**src/rtl/cid_pkg.sv**
```systemverilog
// Shared types and the round/shift/saturate helper for the integrate-and-dump stage.
// Samples are Q2.16 signed. The helper works on a wide signed value so that any accumulator width fits.
package cid_pkg;

  localparam int DATA_W = 18;
  localparam int FRAC_W = 16;
  localparam int MAX_W  = 64;

  typedef enum logic {IDLE, ACCUM} state_t;

  typedef struct packed {
    logic                    clip;
    logic signed [MAX_W-1:0] value;
  } rs_t;

  // Add half an LSB, arithmetic shift right, then clamp to a signed field of 'width' bits.
  function automatic rs_t sat_round(input logic signed [MAX_W-1:0] sum,
                                    input int shift, input int width);
    rs_t res;
    logic signed [MAX_W-1:0] one;
    logic signed [MAX_W-1:0] r;
    logic signed [MAX_W-1:0] max_v;
    logic signed [MAX_W-1:0] min_v;
    one = {{(MAX_W-1){1'b0}}, 1'b1};
    r = sum;
    if (shift > 0) begin
      r = (sum + (one <<< (shift - 1))) >>> shift;
    end
    max_v = (one <<< (width - 1)) - one;
    min_v = -(one <<< (width - 1));
    res.clip  = 1'b0;
    res.value = r;
    if (r > max_v) begin
      res.clip  = 1'b1;
      res.value = max_v;
    end else if (r < min_v) begin
      res.clip  = 1'b1;
      res.value = min_v;
    end
    return res;
  endfunction

endpackage

```
**src/rtl/cid_round_sat.sv**
```systemverilog
// Combinational round-half-up shift and saturation for one rail (I or Q).
module cid_round_sat
  import cid_pkg::*;
#(
  parameter int ACC_W = 26,
  parameter int OUT_W = 18,
  parameter int SHIFT = 0
) (
  input  logic signed [ACC_W-1:0] sum,
  output logic signed [OUT_W-1:0] value,
  output logic                    clip
);

  logic signed [MAX_W-1:0] sum_ext;
  rs_t                     rs;
  logic                    unused_hi;

  always_comb begin
    sum_ext = {{(MAX_W-ACC_W){sum[ACC_W-1]}}, sum};
    rs      = sat_round(sum_ext, SHIFT, OUT_W);
    value   = rs.value[OUT_W-1:0];
    clip    = rs.clip;
  end

  // After clamping the upper bits are pure sign copies.
  assign unused_hi = ^rs.value[MAX_W-1:OUT_W];

endmodule

```
**src/rtl/cplx_integrate_dump.sv**
```systemverilog
// Coherent I/Q integrate-and-dump: sums LEN accepted samples, emits one rounded,
// saturated result per frame on a valid/ready output that holds until taken.
module cplx_integrate_dump #(
  parameter int DATA_W = 18,
  parameter int LEN_W  = 8,
  parameter int SHIFT  = 0
) (
  input  logic                     clk_i,
  input  logic                     srst_i,
  input  logic signed [DATA_W-1:0] data_i_i,
  input  logic signed [DATA_W-1:0] data_q_i,
  input  logic                     data_valid_i,
  output logic                     data_ready_o,
  input  logic [LEN_W-1:0]         len_i,
  output logic signed [DATA_W-1:0] data_i_o,
  output logic signed [DATA_W-1:0] data_q_o,
  output logic                     data_valid_o,
  input  logic                     data_ready_i,
  output logic                     sat_o
);

  import cid_pkg::*;

  localparam int ACC_W = DATA_W + LEN_W;
  localparam int CNT_W = LEN_W + 1;

  state_t state_reg, state_next;
  logic [CNT_W-1:0] cnt_reg, cnt_next;
  logic [CNT_W-1:0] len_reg, len_next;
  logic [CNT_W-1:0] len_eff, frame_len;

  logic signed [DATA_W-1:0] smp      [2];
  logic signed [ACC_W-1:0]  acc_reg  [2];
  logic signed [ACC_W-1:0]  acc_next [2];
  logic signed [ACC_W-1:0]  sum      [2];
  logic signed [DATA_W-1:0] rnd      [2];
  logic                     clip     [2];
  logic signed [DATA_W-1:0] out_reg  [2];
  logic signed [DATA_W-1:0] out_next [2];

  logic valid_reg, valid_next;
  logic sat_reg, sat_next;
  logic last, accept, dump;

  assign smp[0] = data_i_i;
  assign smp[1] = data_q_i;

  // The accumulator is zero whenever the FSM is idle, so acc + sample is also the first-sample value.
  generate
    for (genvar gi = 0; gi < 2; gi++) begin : g_rail
      assign sum[gi] = acc_reg[gi] + {{LEN_W{smp[gi][DATA_W-1]}}, smp[gi]};

      cid_round_sat #(
        .ACC_W (ACC_W),
        .OUT_W (DATA_W),
        .SHIFT (SHIFT)
      ) u_round_sat (
        .sum   (sum[gi]),
        .value (rnd[gi]),
        .clip  (clip[gi])
      );
    end
  endgenerate

  always_comb begin
    len_eff = {1'b0, len_i};
    if (len_i == '0) begin
      len_eff = {1'b1, {LEN_W{1'b0}}};
    end
    frame_len = (state_reg == IDLE) ? len_eff : len_reg;
    last      = (cnt_reg + CNT_W'(1)) == frame_len;

    // Only a frame-completing sample can be stalled, and only while the output slot is blocked.
    data_ready_o = !(last && valid_reg && !data_ready_i);
    accept       = data_valid_i && data_ready_o;
    dump         = accept && last;

    state_next = state_reg;
    cnt_next   = cnt_reg;
    len_next   = len_reg;
    acc_next   = acc_reg;
    out_next   = out_reg;
    valid_next = valid_reg;
    sat_next   = sat_reg;

    if (accept) begin
      if (last) begin
        for (int r = 0; r < 2; r++) begin
          acc_next[r] = '0;
        end
        cnt_next   = '0;
        state_next = IDLE;
      end else begin
        acc_next   = sum;
        cnt_next   = cnt_reg + CNT_W'(1);
        state_next = ACCUM;
        if (state_reg == IDLE) begin
          len_next = len_eff;
        end
      end
    end

    if (dump) begin
      out_next   = rnd;
      sat_next   = clip[0] | clip[1];
      valid_next = 1'b1;
    end else if (valid_reg && data_ready_i) begin
      valid_next = 1'b0;
    end
  end

  always_ff @(posedge clk_i) begin
    if (srst_i) begin
      state_reg <= IDLE;
      cnt_reg   <= '0;
      len_reg   <= '0;
      valid_reg <= 1'b0;
      sat_reg   <= 1'b0;
      for (int r = 0; r < 2; r++) begin
        acc_reg[r] <= '0;
        out_reg[r] <= '0;
      end
    end else begin
      state_reg <= state_next;
      cnt_reg   <= cnt_next;
      len_reg   <= len_next;
      valid_reg <= valid_next;
      sat_reg   <= sat_next;
      acc_reg   <= acc_next;
      out_reg   <= out_next;
    end
  end

  assign data_i_o     = out_reg[0];
  assign data_q_o     = out_reg[1];
  assign data_valid_o = valid_reg;
  assign sat_o        = sat_reg;

endmodule

```
**config.mk**
```make
export PLATFORM = sky130hd
export DESIGN_NAME = cplx_integrate_dump
export DESIGN_NICKNAME = d
export VERILOG_FILES = /design/src/rtl/cid_pkg.sv /design/src/rtl/cid_round_sat.sv /design/src/rtl/cplx_integrate_dump.sv
export SDC_FILE = /design/constraint.sdc
export NUM_CORES = 1
export LEC_CHECK = 0
export ABC_CLOCK_PERIOD_IN_PS = 9000
export CAP_MARGIN = 20
export CORE_MARGIN = 2
export CORE_UTILIZATION = 35
export DETAILED_ROUTE_END_ITERATION = 8
export PLACE_DENSITY = 0.64
export SLEW_MARGIN = 25
export SYNTH_ARGS = -nofsm -noshare
export SYNTH_HDL_FRONTEND = slang
export SYNTH_SLANG_ARGS = --single-unit
```
**constraint.sdc**
```tcl
create_clock -name clk_i -period 9 [get_ports clk_i]
set_clock_uncertainty 0.2 [all_clocks]
set_input_delay 1.8 -clock clk_i [delete_from_list [all_inputs] [get_ports clk_i]]
set_output_delay 1.8 -clock clk_i [all_outputs]
set_load 0.01 [all_outputs]
```
== Word level (Yosys, flattened, before mapping) ==
Index checks and enable logic that the tools add are counted.
Word-level totals
  register bits: 109
  latch bits: 0
  memory bits (writable): 0
  bits in read-only memories: 0
  output and inout port bits: 39
  word-level logic and storage cells: 40
  memories kept: 0
Cells by class
  add/sub/neg operators: 3
  $mul: 0
  divide/modulo/power cells: 0
  magnitude comparators: 4
  equality and inequality tests: 1
  shift operators: 0
  mux-type cells: 11
  bitwise logic cells: 2
  reduce and logical (&&, ||, !) cells: 10
Operator list (number)
  2-to-1 mux 65 bit: 4
  adder 26 bit: 2
  > comparator 26 x 18 -> 1 bit (second input constant): 2
  less-than comparator 26 x 18 -> 1 bit (second input constant): 2
  2-to-1 mux 52 bit: 1
  2-to-1 mux 9 bit: 3
  adder 9 x 1 -> 9 bit (second input constant): 1
  equality test 9 bit: 1
  logical NOT 8 bit: 1
  logical AND 1 bit: 5
  2-to-1 mux 1 bit: 3
  logical NOT 1 bit: 2
  AND reduction 2 bit: 1
  nonzero test 2 bit: 1
  NOT 1 bit: 1
  bitwise OR 1 bit: 1

== Depth between registers and ports, before layout ==
Gate-level depths: netlist of run 1.
  depth in word-level cells: 10
  gate-level depth with buffers: 13
  gate-level depth less buffers: 12

== By module ==
From an unflattened synthesis of run 1, not the netlist that was laid out.
Second synthesis, totals
  cells, all modules: 815
  area, all modules: 7220.7 µm²
By module, submodules not included
  cplx_integrate_dump: times used 1, cells an instance 717, area each 6547.5 µm²
  cid_round_sat: times used 2, cells an instance 49, area each 336.6 µm²

== Least setup slack after synthesis of run 1 ==
No wires, ideal clock.
  path type: input port to output port
  start point: input len_i[4]
  end point: output data_ready_o
  arrival time: 3.729 ns
  required time: 7.000 ns
  path slack: 3.271 ns
  cell stages on the path: 6
  path buffers: 0
  path through: or4_1 o31a_1 xnor3_1 nor4_1 nand4_1 or2_2
On the way
  longest elaborated chain between the ends: 7
RTL lines
  from (decl): line cplx_integrate_dump.sv:14  | input logic [LEN_W-1:0] len_i,
  logical NOT 8 bit: line cplx_integrate_dump.sv:67  | if (len_i == '0) begin
  2-to-1 mux 9 bit (*): line cplx_integrate_dump.sv:67
  2-to-1 mux 9 bit (*)
  equality test 9 bit (*): line cplx_integrate_dump.sv:71  | last = (cnt_reg + CNT_W'(1)) == frame_len;
  logical AND 1 bit (*) (2 in series): line cplx_integrate_dump.sv:74  | data_ready_o = !(last && valid_reg && !data_ready_i);
  logical NOT 1 bit (*): line cplx_integrate_dump.sv:74
  to (decl): line cplx_integrate_dump.sv:13  | output logic data_ready_o,
Every way passes the cells marked *; elsewhere a longest branch is shown, timed or not.

== Final worst setup path of run 1 ==
Ends and elaborated chain as after synthesis.

==> results.md, run 1 <==
* Syn Nets at 977
* Layout area overhead at 18.57%
* CTS tree: yes
* RSZ-0062 raised after global routing: false
* Starting Density at 0.3544
* Buffers on Ports at 86
* Largest net degree at the start of global routing at 75
* Post-Syn Area at 7148 sq um
* Routed WL at 18950 microns
* Pwr Density at 182.6 nW/um^2
* Width of the chip at 146.9 microns
* Post-synth top flop: dfxtp_1
* Initial drt markers at 324
* Vias in the first global route at 6362
* Max_cap viols at 0
* Final period util at 0.7648
* Peak supply drop at 0.00009373 V
* Crit. End Element: output pin
* Cell Rows at 52
* Inserted Clock Buffers at 9
* Cts repair resizes at 0
* FF+latch count, synth at 109
* Commonest non-fill, non-tap cell in the layout: nor2_1
* Worst path most repeated cell: clkdlybuf4s50_1
* Worst Hold Class: register to register
* Setup TNS Final at 0 ns
* Clock Latency Late Sink at 0.36 ns
* Grt ovf at 0
* Slew @ Worst Pin at 0.9842 ns
* Core ar. at 20170 sq um
* Final Instance Count excl. Fillers at 1201
* Most frequent cells in the layout: nor2_1 (140), dfxtp_1 (109), clkdlybuf4s50_1 (85), nand2_1 (76), a21oi_1 (58)
* Fmax at 0.1453 GHz
* Mapped Cells at 876
* CP Launch Type: input port
* Final hold violation count at 0
* Root Buffer: clkbuf_16
* Clock slew at reported path FFs at 0.08 ns
* Psw at 0.0005538 W
* Antenna Cells at 0
* Pre-Repair DR Iteration Count at 5
* Final setup vio count at 0
* Global-route wire length before repair at 31240 microns
* Clk pwr share at 0.291
* Residual DRC at 0
* Final RePlAce weighted congestion at 0.8619
* Crit Path Max Fanout at 5
* CP peak stage delay at 0.55 ns
* Inst Count DP at 1185
* CP max-delay cell: or4_1
* Net Sw Frac at 0.3578
* Share of layout cells above drive strength 1 at 0.05048
* Relative slew margins at 0.3423
* Clk sinks at 109
* Synth warnings at 0
* Die Y-Extent at 146.9 microns
* PnR worst setup slack at 2.117 ns
* Async S/R FF share, synth at 0
* WL/cell at 15.78 microns
* Combinational fraction of design power at 0.358
* # Post-CTS Setup Buffers at 0
* Syn_area_per_cell at 8.160 sq um
* Post-synthesis cell type count at 75
* Largest register FFs at 52
* Fin nets at 1027
* DP HPWL at 13360 microns
* Overall Global Routing Usage at 0.1753
* Reg area at 2182 sq um
* Slew Limit Fails at 0
* Routed via count at 6526
* Largest buffer count on any clock path at 2
* Crit-path cells: clkdlybuf4s50_1 > or4_1 > o31a_1 > xnor3_1 > nor4_1 > nand4_1 > or2_2 > clkdlybuf4s50_1
* CTS hold repair buffers at 0
* Initial antenna violation count at 0
* Internal power at 0.0009938 W
* Status: finished clean
* Static Leakage at 3.358 nW
* Sequential Power Share at 0.351
* Number of synthesized flops with an enable pin at 0
* Final ANT Viol Nets at 0
* Crit Path Class: input port to output pin
* Sequential-to-total area share from yosys stat at 0.3053
* Fillers at 2060
* Tmin final at 6.883 ns
* Vias/cell at 5.434
* DP Worst Slack at 2.117 ns
* DIE AREA at 21580 sq um
* # IOs at 87
* Footprint of the multi-input gates at 4696 sq um
* CP arrival at 4.88 ns
* CP required at 7.00 ns
* H-Tree Depth at 3
-- cells by family (layout without fill, tap and decap cells) --
kind of cell | after synthesis | after routing | share of synthesized area
AND/OR/NAND/NOR | 313 | 313 | 0.1992
adder cells (fa/ha/maj) | 53 | 53 | 0.09487
flip-flops | 109 | 109 | 0.3053
AO/OA/AOI/OAI | 256 | 256 | 0.2556
multiplexers | 19 | 19 | 0.02661
buffers and inverters | 63 | 118 | 0.03938
XOR/XNOR | 63 | 63 | 0.07912
-- critical path, delay by kind of cell --
kind | cells | cell delay, ns
simple gates | 4 | 1.49
buf+inv | 2 | 0.93
xor+xnor | 1 | 0.34
compound gates | 1 | 0.33
-- power by group through the flow --
stage | combinational [W] | sequential, W | clock (W)
detailed placement | 0.000547 | 0.000554 | 0
finish | 0.000554 | 0.000543 | 0.000451
global placement | 0.000545 | 0.000553 | 0
global route | 0.000619 | 0.000548 | 0.000476
floorplan | 0.000423 | 0.000548 | 0
CTS | 0.000551 | 0.000543 | 0.000461
-- path summary, 6_finish.rpt --
| kind | from | cells after the start | to | slack (ns) |
|---|---|---|---|---|
| setup reg to reg | state_reg | 9 | data_i_o[5] | 4.85 |
| hold reg to reg | data_i_o[16] | 2 | data_i_o[16] | 0.29 |
| hold / removal | data_i_o[16] | 2 | data_i_o[16] | 0.29 |
| setup / recovery | len_i[4] | 8 | data_ready_o | 2.12 |
-- cell usage after synthesis (5+ instances only) --
library cell    n  area share
a211oi_2       10       0.018
mux2i_1        19       0.027
and4_1          5      0.0061
xnor2_1        34       0.042
a21o_1         14       0.015
dfxtp_1       109        0.31
nor3_1         16       0.011
nand2b_1        5      0.0044
xor2_1         28       0.034
o21a_1          6      0.0063
buf_2          14      0.0098
a22oi_1        53       0.056
nand3_1        18       0.013
ha_1           51       0.089
inv_1          12      0.0063
o21ai_0        24       0.017
and2_1          5      0.0044
a211oi_1       32       0.034
and3_1          6      0.0053
clkbuf_1       31       0.016
nor2_1        141       0.074
nand2_1        77       0.040
o211ai_1        9      0.0095
a21oi_1        58       0.041
nand4_1        15       0.013
-- metrics by stage --
step,hold slack [ns],power [W],util,instance area (sq um)
after floorplan,0.2586,0.0009706,-,7148
after global placement,0.2756,0.001097,0.4038,8145
after detailed placement,0.2860,0.001100,0.4038,8145
after CTS,0.2967,0.001555,0.4202,8476
after global routing,0.3293,0.001643,0.4202,8476
final,0.2920,0.001548,0.4202,8476
-- per-layer routing --
layer	vias to the layer above	GRT usage	wire [microns]
met3	14	0.03168	791
met2	138	0.3113	9136
met1	3068	0.2251	8818
met4	0	0.03173	199
met5	-	0	0
li1	3306	-	-
-- final cells by class --
class                   count  area share
clock buffers              10     0.02820
repair buffers             89      0.1039
inverters                  13    0.005757
clock inverters             6     0.01078
flip-flops and latches    109      0.2575
multi-input cells         704      0.5540
well taps                 270     0.03986
No activity file was read; power rests on OpenSTA's default activity.
==> run 2: changes to the inputs <==
- ABC_CLOCK_PERIOD_IN_PS: 9000 -> 6460
- clock period: 9 -> 6.46 ns (I/O delays scaled with it)
==> results.md, run 2 (synthesized netlist as in run 1, its figures left out) <==
* Final hold violation count at 0 (unchanged)
* R2r setup slk at 2.40 ns (was 4.85 ns)
* Initial drt markers at 342 (was 324)
* Cts repair resizes at 0 (unchanged)
* Starting Density at 0.3544 (unchanged)
* Die Y-Extent at 146.9 microns (unchanged)
* Clock slew at reported path FFs at 0.08 ns (about the same)
* Max_cap viols at 0 (unchanged)
* Tmin final at 5.795 ns
* Psw at 0.0007588 W (was 0.0005538 W)
* WHS at 0.2934 ns (was 0.2920 ns)
* Vias/cell at 5.382 (was 5.434)
* Clock Latency Late Sink at 0.35 ns (was 0.36 ns)
* CP arrival at 4.30 ns (was 4.88 ns)
* Crit Path Max Fanout at 5 (unchanged)
* Inserted Clock Buffers at 9 (unchanged)
* Commonest non-fill, non-tap cell in the layout: nor2_1 (unchanged)
* Fmax at 0.1726 GHz
* Routed WL at 18800 microns (was 18950 microns)
* DP HPWL at 13790 microns (was 13360 microns)
* FF-to-FF End: data_i_o[2] (was data_i_o[5])
* CTS hold repair buffers at 0 (unchanged)
* Global-route wire length before repair at 31460 microns (was 31240 microns)
* Util after Layout at 0.4192 (was 0.4202)
* H-Tree Depth at 3 (unchanged)
* Fin nets at 1031 (was 1027)
* Peak supply drop at 0.0001231 V (was 0.00009373 V)
* Residual DRC at 0 (unchanged)
* Inst Count DP at 1189 (was 1185)
* Antenna Cells at 0 (unchanged)
* Largest buffer count on any clock path at 2 (unchanged)
* Critical path launch point: len_i[4] (unchanged)
* Overall Global Routing Usage at 0.1763 (was 0.1753)
* Root Buffer: clkbuf_16 (unchanged)
* Crit Path Class: input port to output pin (unchanged)
* Final RePlAce weighted congestion at 0.8979 (was 0.8619)
* CP required at 4.97 ns (was 7.00 ns)
* WL/cell at 15.60 microns (was 15.78 microns)
* Worst Setup EP: data_ready_o (unchanged)
* Core ar. at 20170 sq um (unchanged)
* Share of layout cells above drive strength 1 at 0.05241 (was 0.05048)
* Final setup vio count at 0 (unchanged)
* Worst Hold Class: register to register (unchanged)
* Initial antenna violation count at 0 (unchanged)
* DIE AREA at 21580 sq um (unchanged)
* # Post-CTS Setup Buffers at 0 (unchanged)
* Static Leakage at 3.343 nW (was 3.358 nW)
* Pre-Repair DR Iteration Count at 5 (unchanged)
* Width of the chip at 146.9 microns (unchanged)
* Grt ovf at 0 (unchanged)
* Status: finished clean (unchanged)
* Largest net degree at the start of global routing at 73 (was 75)
* Setup TNS Final at 0 ns (unchanged)
* Final Instance Count excl. Fillers at 1205 (was 1201)
* Cell Rows at 52 (unchanged)
* Buffers on Ports at 86 (unchanged)
* Pwr Density at 244.3 nW/um^2 (was 182.6 nW/um^2)
* Relative slew margins at 0.4340 (was 0.3423)
* Combinational fraction of design power at 0.374 (was 0.358)
* Net Sw Frac at 0.3673 (was 0.3578)
* Vias in the first global route at 6300 (was 6362)
* Routed via count at 6485 (was 6526)
* Slew Limit Fails at 0 (unchanged)
* Final period util at 0.8971
* Slew @ Worst Pin at 0.8489 ns (was 0.9842 ns)
* Reg2Reg Depth at 11 (was 9)
* Internal power at 0.001307 W (was 0.0009938 W)
* Clk pwr share at 0.260 (was 0.291)
* Layout area overhead at 18.27% (was 18.57%)
* RR Startpoint: acc_reg[26] (was state_reg)
* Clk sinks at 109 (unchanged)
* Largest register FFs at 52 (unchanged)
* RSZ-0062 raised after global routing: false (unchanged)
* CTS tree: yes (unchanged)
* Crit. End Element: output pin (unchanged)
* # IOs at 87 (unchanged)
* Most frequent cells in the layout: nor2_1 (140), dfxtp_1 (109), clkdlybuf4s50_1 (85), nand2_1 (76), a21oi_1 (58) (unchanged)
* Sequential Power Share at 0.366 (was 0.351)
* CP Launch Type: input port (unchanged)
* Final ANT Viol Nets at 0 (unchanged)
[run 2: cell types whose count changed in the layout (fill, tap and decap cells not counted), sizes merged]
cell / previous run / this run
buf: 4 / 8
bufinv: 2 / 0
inv: 16 / 14
clkbuf: 10 / 12
clkinvlp: 0 / 2
[run 2: metal layers]
layer,part of all wire,global-route usage
met3,0.033,0.02950
met2,0.47,0.2927
met1,0.48,0.2356
met5,0,0
met4,0.017,0.05385
[run 2: stage by stage]
step           worst slack (ns)  power [W]  instance area (sq um)
6_report                 0.6648   0.002066                   8454
4_1_cts                  0.6454   0.002078                   8454
3_5_place_dp             0.6446   0.001536                   8175
5_1_grt                  0.5605   0.002214                   8454
3_3_place_gp             0.6401   0.001532                   8175
2_1_floorplan             1.747   0.001352                   7148
[run 2: cell type report]
type                            instances  area [sq um]
Timing Repair Buffer                   93         910.9
Fill cell                            2070         11720
Multi-Input combinational cell        704          4696
Clock inverter                          4         32.53
Tap cell                              270         337.8
Sequential cell                       109          2182
Inverter                               13         48.80
Clock buffer                           12         246.5
[run 2: critical path, stage by stage]
cell and delay [ns]:
clkdlybuf4s50_1 0.43, or4_1 0.54, o31a_1 0.33, xnor3_1 0.33, nor4_1 0.29, nand4_1 0.11
buf_4 0.17, or2_2 0.32, clkdlybuf4s50_1 0.49
[run 2: worst min-delay path by stage]
| stage | start | endpoint | cells after the start |
|---|---|---|---|
| finish | data_i_o[16] | data_i_o[16] | 2 |
| global placement | data_i_o[17] | data_i_o[17] | 2 |
| global route | acc_reg[44] | acc_reg[44] | 2 |
| floorplan | acc_reg[44] | acc_reg[44] | 2 |
| CTS | data_q_o[16] | data_q_o[16] | 2 |
| detailed placement | data_q_o[16] | data_q_o[16] | 2 |
[run 2: power groups by stage]
stage | clock [W] | combinational, W | sequential, W
finish | 0.000537 | 0.000772 | 0.000757
global route | 0.000585 | 0.000865 | 0.000764
detailed placement | 0 | 0.000765 | 0.000771
floorplan | 0 | 0.000589 | 0.000763
CTS | 0.000552 | 0.000770 | 0.000756
global placement | 0 | 0.000762 | 0.000770
